`config.mk`:
```
export PLATFORM = sky130hd
export DESIGN_NAME = seven_seg_scan_drv
export DESIGN_NICKNAME = d
export VERILOG_FILES = /design/src/rtl/seven_seg_scan_drv.sv
export SDC_FILE = /design/constraint.sdc
export NUM_CORES = 1
export LEC_CHECK = 0
export CAP_MARGIN = 10
export CORE_ASPECT_RATIO = 1.25
export CORE_UTILIZATION = 45
export CTS_CLUSTER_SIZE = 24
export DETAILED_ROUTE_END_ITERATION = 10
export DONT_BUFFER_PORTS = 1
export PLACE_DENSITY = 0.65
export SYNTH_ARGS = -nofsm -noshare
export SYNTH_HDL_FRONTEND = slang
export SYNTH_SLANG_ARGS = --single-unit
```
`constraint.sdc`:
```
create_clock -name clk -period 2.9 [get_ports clk]
set_input_delay 0.58 -clock clk [delete_from_list [all_inputs] [get_ports clk]]
set_output_delay 0.58 -clock clk [all_outputs]
set_load 0.02 [all_outputs]
```
`src/rtl/seven_seg_scan_drv.sv`:
```
// rtl/seven_seg_scan_drv.sv - multiplexed 7-segment scan driver with hex decode, blanking, blink and leading-zero suppression
module seven_seg_scan_drv #(
  parameter int NUM_DIGITS   = 8,
  parameter int REFRESH_DIV  = 100000,
  parameter int BLANK_CYC    = 16,
  parameter int BLINK_FRAMES = 64
) (
  input  logic                    clk,
  input  logic                    rst,
  input  logic                    load,
  input  logic [4*NUM_DIGITS-1:0] digits_in,
  input  logic [NUM_DIGITS-1:0]   dig_en_in,
  input  logic [NUM_DIGITS-1:0]   dp_in,
  input  logic [NUM_DIGITS-1:0]   blink_in,
  input  logic                    lz_suppress,
  output logic [NUM_DIGITS-1:0]   an,
  output logic [7:0]              dec_ddp,
  output logic                    frame_tick
);

  localparam int CW = (REFRESH_DIV  > 1) ? $clog2(REFRESH_DIV)  : 1;
  localparam int KW = (NUM_DIGITS   > 1) ? $clog2(NUM_DIGITS)   : 1;
  localparam int FW = (BLINK_FRAMES > 1) ? $clog2(BLINK_FRAMES) : 1;

  logic [CW-1:0]             r_c;
  logic [KW-1:0]             r_k;
  logic [FW-1:0]             r_fc;
  logic                      r_phase;
  logic [4*NUM_DIGITS-1:0]   r_dig;
  logic [NUM_DIGITS-1:0]     r_en;
  logic [NUM_DIGITS-1:0]     r_dp;
  logic [NUM_DIGITS-1:0]     r_blk;

  logic                      w_slot_end;
  logic                      w_last_digit;
  logic                      w_blank;
  logic [3:0]                w_nib;
  logic                      w_en;
  logic                      w_dp;
  logic                      w_blk;
  logic                      w_lzu;
  logic                      w_acc;
  logic [NUM_DIGITS-1:0]     w_lz_upper;
  logic                      w_lz_blank;
  logic                      w_visible;
  logic [NUM_DIGITS-1:0]     w_an_on;

  // Hex nibble to {a,b,c,d,e,f,g}, active-high segments
  function automatic logic [6:0] f_seg(input logic [3:0] n);
    case (n)
      4'h0: f_seg = 7'h7E;
      4'h1: f_seg = 7'h30;
      4'h2: f_seg = 7'h6D;
      4'h3: f_seg = 7'h79;
      4'h4: f_seg = 7'h33;
      4'h5: f_seg = 7'h5B;
      4'h6: f_seg = 7'h5F;
      4'h7: f_seg = 7'h70;
      4'h8: f_seg = 7'h7F;
      4'h9: f_seg = 7'h7B;
      4'hA: f_seg = 7'h77;
      4'hB: f_seg = 7'h1F;
      4'hC: f_seg = 7'h4E;
      4'hD: f_seg = 7'h3D;
      4'hE: f_seg = 7'h4F;
      default: f_seg = 7'h47;
    endcase
  endfunction

  assign w_slot_end   = (r_c == CW'(REFRESH_DIV - 1));
  assign w_last_digit = (r_k == KW'(NUM_DIGITS - 1));
  assign w_an_on      = ~(NUM_DIGITS'(1) << r_k);

  // The anti-ghosting window collapses to nothing when BLANK_CYC is zero
  generate
    if (BLANK_CYC == 0) begin : g_no_blank
      assign w_blank = 1'b0;
    end else begin : g_blank
      assign w_blank = (r_c < CW'(BLANK_CYC));
    end
  endgenerate

  // Slot prescaler, digit index, frame counter and blink phase
  always_ff @(posedge clk or negedge rst) begin
    if (!rst) begin
      r_c     <= '0;
      r_k     <= '0;
      r_fc    <= '0;
      r_phase <= 1'b0;
    end else if (w_slot_end) begin
      r_c <= '0;
      if (w_last_digit) begin
        r_k <= '0;
        if (r_fc == FW'(BLINK_FRAMES - 1)) begin
          r_fc    <= '0;
          r_phase <= ~r_phase;
        end else begin
          r_fc <= r_fc + 1'b1;
        end
      end else begin
        r_k <= r_k + 1'b1;
      end
    end else begin
      r_c <= r_c + 1'b1;
    end
  end

  // Shadow copy of the per-digit inputs, captured on the load strobe
  always_ff @(posedge clk or negedge rst) begin
    if (!rst) begin
      r_dig <= '0;
      r_en  <= '0;
      r_dp  <= '0;
      r_blk <= '0;
    end else if (load) begin
      r_dig <= digits_in;
      r_en  <= dig_en_in;
      r_dp  <= dp_in;
      r_blk <= blink_in;
    end
  end

  // For each digit: are it and every digit above it zero (disabled digits ignored)
  always_comb begin
    w_acc      = 1'b1;
    w_lz_upper = '0;
    for (int j = NUM_DIGITS - 1; j >= 0; j--) begin
      w_acc         = w_acc & (~r_en[j] | (r_dig[4*j +: 4] == 4'h0));
      w_lz_upper[j] = w_acc;
    end
  end

  // Pick out the attributes of the digit currently being scanned
  always_comb begin
    w_nib = 4'h0;
    w_en  = 1'b0;
    w_dp  = 1'b0;
    w_blk = 1'b0;
    w_lzu = 1'b0;
    for (int j = 0; j < NUM_DIGITS; j++) begin
      if (r_k == KW'(j)) begin
        w_nib = r_dig[4*j +: 4];
        w_en  = r_en[j];
        w_dp  = r_dp[j];
        w_blk = r_blk[j];
        w_lzu = w_lz_upper[j];
      end
    end
  end

  assign w_lz_blank = lz_suppress & w_lzu & (r_k != '0);
  assign w_visible  = w_en & ~(w_blk & r_phase) & ~w_lz_blank;

  // Registered pin drive: one digit lit outside the blanking window, otherwise dark
  always_ff @(posedge clk or negedge rst) begin
    if (!rst) begin
      an         <= '1;
      dec_ddp    <= 8'hFF;
      frame_tick <= 1'b0;
    end else begin
      frame_tick <= w_slot_end & w_last_digit;
      if (!w_blank && w_visible) begin
        an      <= w_an_on;
        dec_ddp <= ~{f_seg(w_nib), w_dp};
      end else begin
        an      <= '1;
        dec_ddp <= 8'hFF;
      end
    end
  end

endmodule
```
==> flow_summary.yaml, run 1 <==
logic_synthesis:
  yosys_warnings: 0
  ys_ff_latch: 100
  synthTopCellsByArea: "dfrtp_1 (42%), mux2_2 (12%), dfstp_2 (8.5%)"
  netlist_area_um2: 4960
  synthTopCellsByCount: "dfrtp_1 (84), mux2_2 (52), nand2_1 (47), nand3_1 (26), o21ai_0 (20)"
  synth_enable_flop_cells: 0
  syn-num-nets: 525
  async_reset_ff_share_pct: 100
  synth_top_area_cell: "dfrtp_1"
  yosysMostFrequentCell: "dfrtp_1"
  netlist_instances: 451
  ys_seq_area_share_pct: 50.8
  synthFlopType: "dfrtp_1"
  avgSynthCellArea_um2: 11.0
  synth_top_area_share_pct: 42.3
  ys_types: 60
place:
  hpwl_um: 7990
  gp_congestion: 0.853
  portBuffers: 0
  postPlaceCellArea_um2: 5110
  pre_cts_ws_ns: 0.0893
critical_path:
  crit_family: "adder cells"
  path_max_fanout: 14
  critical_path_class: "flop to flop"
  max_stage_delay_ns: 0.51
  startpoint_type: "flop"
  crit_required_ns: 3.16
  cp_num_buf_inv: 3
  slowest_stage: "ha_1"
  end_kind: "flop"
  cp.arrival_ns: 3.01
  crit_path_cell_trace: "inv_1 -> ha_1 -> nand2_1 -> o211ai_1 -> o21ai_0 -> o21ai_0 -> a31oi_1 -> buf_4 -> ha_1 -> inv_1 -> mux2_2 -> o221ai_1"
power_and_ir_drop:
  combPwrFrac_pct: 8.7
  power.internal_w: 0.00226
  pwr-share-clk_pct: 38.0
  p_total_w: 0.00301
  max-vdd-ir-drop_mv: 0.258
  p_leak_nw: 2.33
  p_seq_share_pct: 53.3
  p_sw_w: 0.000754
  powerDensity_nw_per_um2: 554
  sw_frac_of_total_pct: 25.1
detailed_routing:
  avgViaCountPerCell: 5.85
  post_drt_wl_per_cell_um: 18.8
  drtIter0Drc: 179
  drc_errors: 0
  antenna_left: 0
  vias: 3448
  finalWirelength_um: 11100
  dr.pass1.iters: 4
sta:
  maxSlewViolCount: 0
  fin_hold_ws_ns: 0.0702
  max_clock_freq_mhz: 364
  final.setup.tns_ns: 0
  period_share_pct: 94.8
  relSlewSlack_pct: 61.2
  finClkSkew_ns: 0.00729
  rsz0062_at_grt: "no"
  setup_viol: 0
  tightest_slew_ns: 0.576
  finalHoldViolations: 0
  fin_crit_ns: 2.75
  layout_setup_ws_ns: 0.152
clocking:
  max-clock-path-buffers: 2
  insertion_delay_ns: 0.35
  cts_tree: "done"
  numCtsBuffers: 9
  cts_root_buffer: "clkbuf_16"
  cts.htree.levels: 3
  cts_setup_buffers: 0
  path_clk_slew_ns: 0.07
  cts.sinks: 100
grt:
  antenna_found_initial: 0
  grt_pass1_vias: 3455
  grtUsageMet2_pct: 34.2
  overflow: 0
  grt-busiest-layer: "met2"
  use_met1_pct: 25.4
  grt_util_met3_pct: 5.94
  grt_usage_pct: 20.7
  grt_pass1_wl_um: 17600
  grt_max_degree: 85
final_layout:
  n_antenna_cell: 0
  drive_gt1_share_pct: 25.6
  synthToLayoutAreaGrowth_pct: 9.50
  layout.nets: 526
  final_area_um2: 5440
  fillers: 968
status:
  status: "finished clean"
floorplan:
  floorplan.die.width_um: 96.0
  start_util_pct: 46.5
  die_h_um: 119
  die_area_um2: 11500
  core_um2: 10700
  io_pins: 77
  num_rows: 42
flow_run:
  drv_cap: 0
worst_hold_path:
  min_path_type: "primary input to asynchronous set/reset pin"
-- cell type report --
type	instances	area, um^2	area share, %
repair buffers	14	125	2.30
well taps	132	165	3.04
multi-input cells	310	2270	41.8
clock buffers	10	239	4.40
flip-flops and latches	100	2520	46.4
inverters	17	63.8	1.17
clock inverters	6	48.8	0.898
-- per-layer routing --
layer / up-vias / share of wire (%)
li1: 1635 / -
met1: 1685 / 42
met3: 26 / 4.8
met4: 0 / 2.7
met2: 102 / 51
met5: - / 0
-- logic make-up (layout without fill, tap and decap cells) --
kind of cell	after synthesis	after routing	synth area share [%]
mux	53	53	12.0
xor+xnor	19	19	3.35
flops	100	100	50.8
simple gates	135	135	13.4
buf+inv	41	47	3.63
compound gates	89	89	13.3
fa+ha+maj	14	14	3.53
-- flip-flops by register name, indices dropped and copies added, names as in the netlist, 3 cells and up --
name,flops
r_dig,32
r_c,17
an,8
dec_ddp,8
r_blk,8
r_dp,8
r_en,8
r_fc,6
r_k,3
-- per-stage QoR --
step                cells  util (%)
floorplan             451         -
global placement      572      47.9
detailed placement    572      47.9
CTS                   589      50.9
global route          589      51.0
finish                589      51.0
-- layout by cell type, fill, tap and decap left out, drive strengths merged, types with 2 or more instances in the layout --
cell,n
ha,14
o41ai,6
nand3b,8
nor4,4
a31o,2
nor3,7
mux2,52
o211a,3
o221ai,3
nand2,47
nor2b,7
a31oi,3
clkinv,4
nand4,4
a21o,3
o22ai,2
inv,17
a211o,4
dfrtp,84
a22o,2
nor2,18
clkinvlp,2
nand3,26
o311ai,2
dfstp,16
buf,14
xnor2,9
and3,6
o21ai,20
a221o,3
o211ai,5
xor2,10
or4,3
clkbuf,10
a21oi,13
a211oi,5
o31ai,3
a2111oi,3
-- worst paths after layout --
check | cells after the start | endpoint | from | slack [ns]
worst max-delay path | 12 | dec_ddp[6] | r_k[0] | 0.15
worst min-delay path | 0 | an[0] | rst | 0.07
worst max register to register | 12 | dec_ddp[6] | r_k[0] | 0.15
worst min register to register | 1 | r_c[0] | r_c[0] | 0.48
max in group asynchronous | 1 | r_dp[3] | rst | 2.42
min in group clk | 1 | r_en[7] | load | 0.34
-- power groups by stage --
stage                     sequential [W]  combinational, W  clock, W
final                            0.00160          0.000261   0.00114
after global routing             0.00162          0.000289   0.00123
after CTS                        0.00160          0.000264   0.00118
after detailed placement         0.00163          0.000234         0
after global placement           0.00163          0.000228         0
after floorplan                  0.00160          0.000207         0
-- timing repair --
| item | CTS | global route |
|---|---|---|
| resized for setup | 0 | 4 |
| hold endpoints to repair | 84 | 0 |
| hold buffers | 1 | 0 |
| setup endpoints to repair | 0 | 5 |
(Power assumes the default switching activity.)
==> run 2: changes to the inputs <==
SKIP_CTS_REPAIR_TIMING = 1   (was default)
==> run 2 against run 1 <==
Net effect:
- combinational power about the same
- sequential power hardly changed
- critical path type unchanged
- global-route usage shrank 0.29 points
==> flow_summary.yaml, run 2 (same netlist as run 1, synthesis figures left out) <==
status:
  status: "finished clean"
detailed_routing:
  drc_errors: 0
  post_drt_wl_per_cell_um: 18.9
  antenna_left: 0
  drtIter0Drc: 205
  finalWirelength_um: 11100
  avgViaCountPerCell: 5.86
  dr.pass1.iters: 4
  vias: 3453
final_layout:
  n_antenna_cell: 0
  layout.nets: 526
  largest_register_ffs: 32
  final_common_cell: "dfrtp_1"
  drive_gt1_share_pct: 25.6
  top_regs: "r_dig (32), r_c (17)"
  largest_register: "r_dig"
  synthToLayoutAreaGrowth_pct: 9.50
  layout_common_cells: "dfrtp_1 (83), mux2_2 (52), nand2_1 (47)"
power_and_ir_drop:
  max-vdd-ir-drop_mv: 0.258
  p_seq_share_pct: 53.2
  pwr-share-clk_pct: 38.1
  power.internal_w: 0.00226
  powerDensity_nw_per_um2: 555
  p_leak_nw: 2.33
  p_sw_w: 0.000760
  combPwrFrac_pct: 8.7
  sw_frac_of_total_pct: 25.2
critical_path:
  critical_path_class: "flop to flop"
  cp.arrival_ns: 3.00
  reg2reg_slack_ns: 0.16
  startpoint_type: "flop"
  path_max_fanout: 14
  crit_required_ns: 3.16
  end_kind: "flop"
sta:
  max_clock_freq_mhz: 365
  finClkSkew_ns: 0.00616
  rsz0062_at_grt: "no"
  period_share_pct: 94.6
  final.setup.tns_ns: 0
  maxSlewViolCount: 0
  setup_viol: 0
  tightest_slew_ns: 0.588
  finalHoldViolations: 0
  layout_setup_ws_ns: 0.158
  relSlewSlack_pct: 60.5
  fin_crit_ns: 2.74
place:
  pre_cts_ws_ns: 0.0893
  portBuffers: 0
  hpwl_um: 7990
  gp_congestion: 0.853
grt:
  grt_pass1_wl_um: 17500
  grt_usage_pct: 20.4
  antenna_found_initial: 0
  grt_max_degree: 101
  grt_pass1_vias: 3432
  overflow: 0
floorplan:
  io_pins: 77
  num_rows: 42
  die_area_um2: 11500
  die_h_um: 119
  core_um2: 10700
  floorplan.die.width_um: 96.0
  start_util_pct: 46.5
clocking:
  path_clk_slew_ns: 0.07
  cts.sinks: 100
  max-clock-path-buffers: 2
  insertion_delay_ns: 0.35
  cts_root_buffer: "clkbuf_16"
  cts_tree: "done"
  numCtsBuffers: 9
  cts.htree.levels: 3
flow_run:
  drv_cap: 0
worst_hold_path:
  min_path_type: "primary input to asynchronous set/reset pin"
run 2: cell counts in the layout (fill, tap and decap cells not counted):
Identical to the previous run, type by type.
run 2: cell type report:
class / count / area [um^2]
Multi-Input combinational cell: 310 / 2270
Sequential cell: 100 / 2520
Clock buffer: 10 / 239
Fill cell: 968 / 5230
Tap cell: 132 / 165
Clock inverter: 6 / 48.8
Timing Repair Buffer: 14 / 125
Inverter: 17 / 63.8
run 2: stage by stage:
step	instances	hold slack (ns)	utilization [%]	power [W]	area [um^2]
floorplan	451	0.284	-	0.00180	4960
global placement	572	0.289	47.9	0.00186	5110
detailed placement	572	0.290	47.9	0.00186	5110
CTS	588	-0.0937	50.6	0.00302	5400
global route	589	0.0518	51.0	0.00314	5440
finish	589	0.0706	51.0	0.00302	5440
run 2: path summary, 6_finish.rpt:
| check | from | depth (start not counted) | to |
|---|---|---|---|
| setup reg to reg | r_k[0] | 12 | dec_ddp[6] |
| min in group clk | load | 1 | r_en[7] |
| max in group asynchronous | rst | 1 | r_k[2] |
| hold / removal | rst | 0 | an[0] |
| setup / recovery | r_k[0] | 12 | dec_ddp[6] |
| hold reg to reg | r_c[0] | 1 | r_c[0] |
run 2: power groups by stage:
| stage | registers, W | logic (W) | clock network [W] |
|---|---|---|---|
| floorplan | 0.00160 | 0.000207 | 0 |
| global placement | 0.00163 | 0.000228 | 0 |
| detailed placement | 0.00163 | 0.000234 | 0 |
| CTS | 0.00160 | 0.000236 | 0.00118 |
| global route | 0.00162 | 0.000289 | 0.00123 |
| finish | 0.00160 | 0.000262 | 0.00115 |
run 2: critical path, stage by stage, from the launching register on:
cell and delay, ns:
dfrtp_1 0.41, inv_1 0.13, ha_1 0.51, nand2_1 0.14
o211ai_1 0.18, o21ai_0 0.10, o21ai_0 0.11, a31oi_1 0.14
buf_4 0.17, ha_1 0.28, inv_1 0.05, mux2_2 0.25
o221ai_1 0.19
run 2: routing by layer:
layer	global-route usage (%)	share of wire (%)
met4	7.56	2.8
met5	0	0
met3	6.00	4.9
met1	24.9	42
met2	33.7	50
==> run 3: changes to the inputs <==
SLEW_MARGIN = 30   (was default)
TNS_END_PERCENT = 100   (was default)
==> results of run 3 <==
Final layout, timing and power as in run 2 (identical DEF).
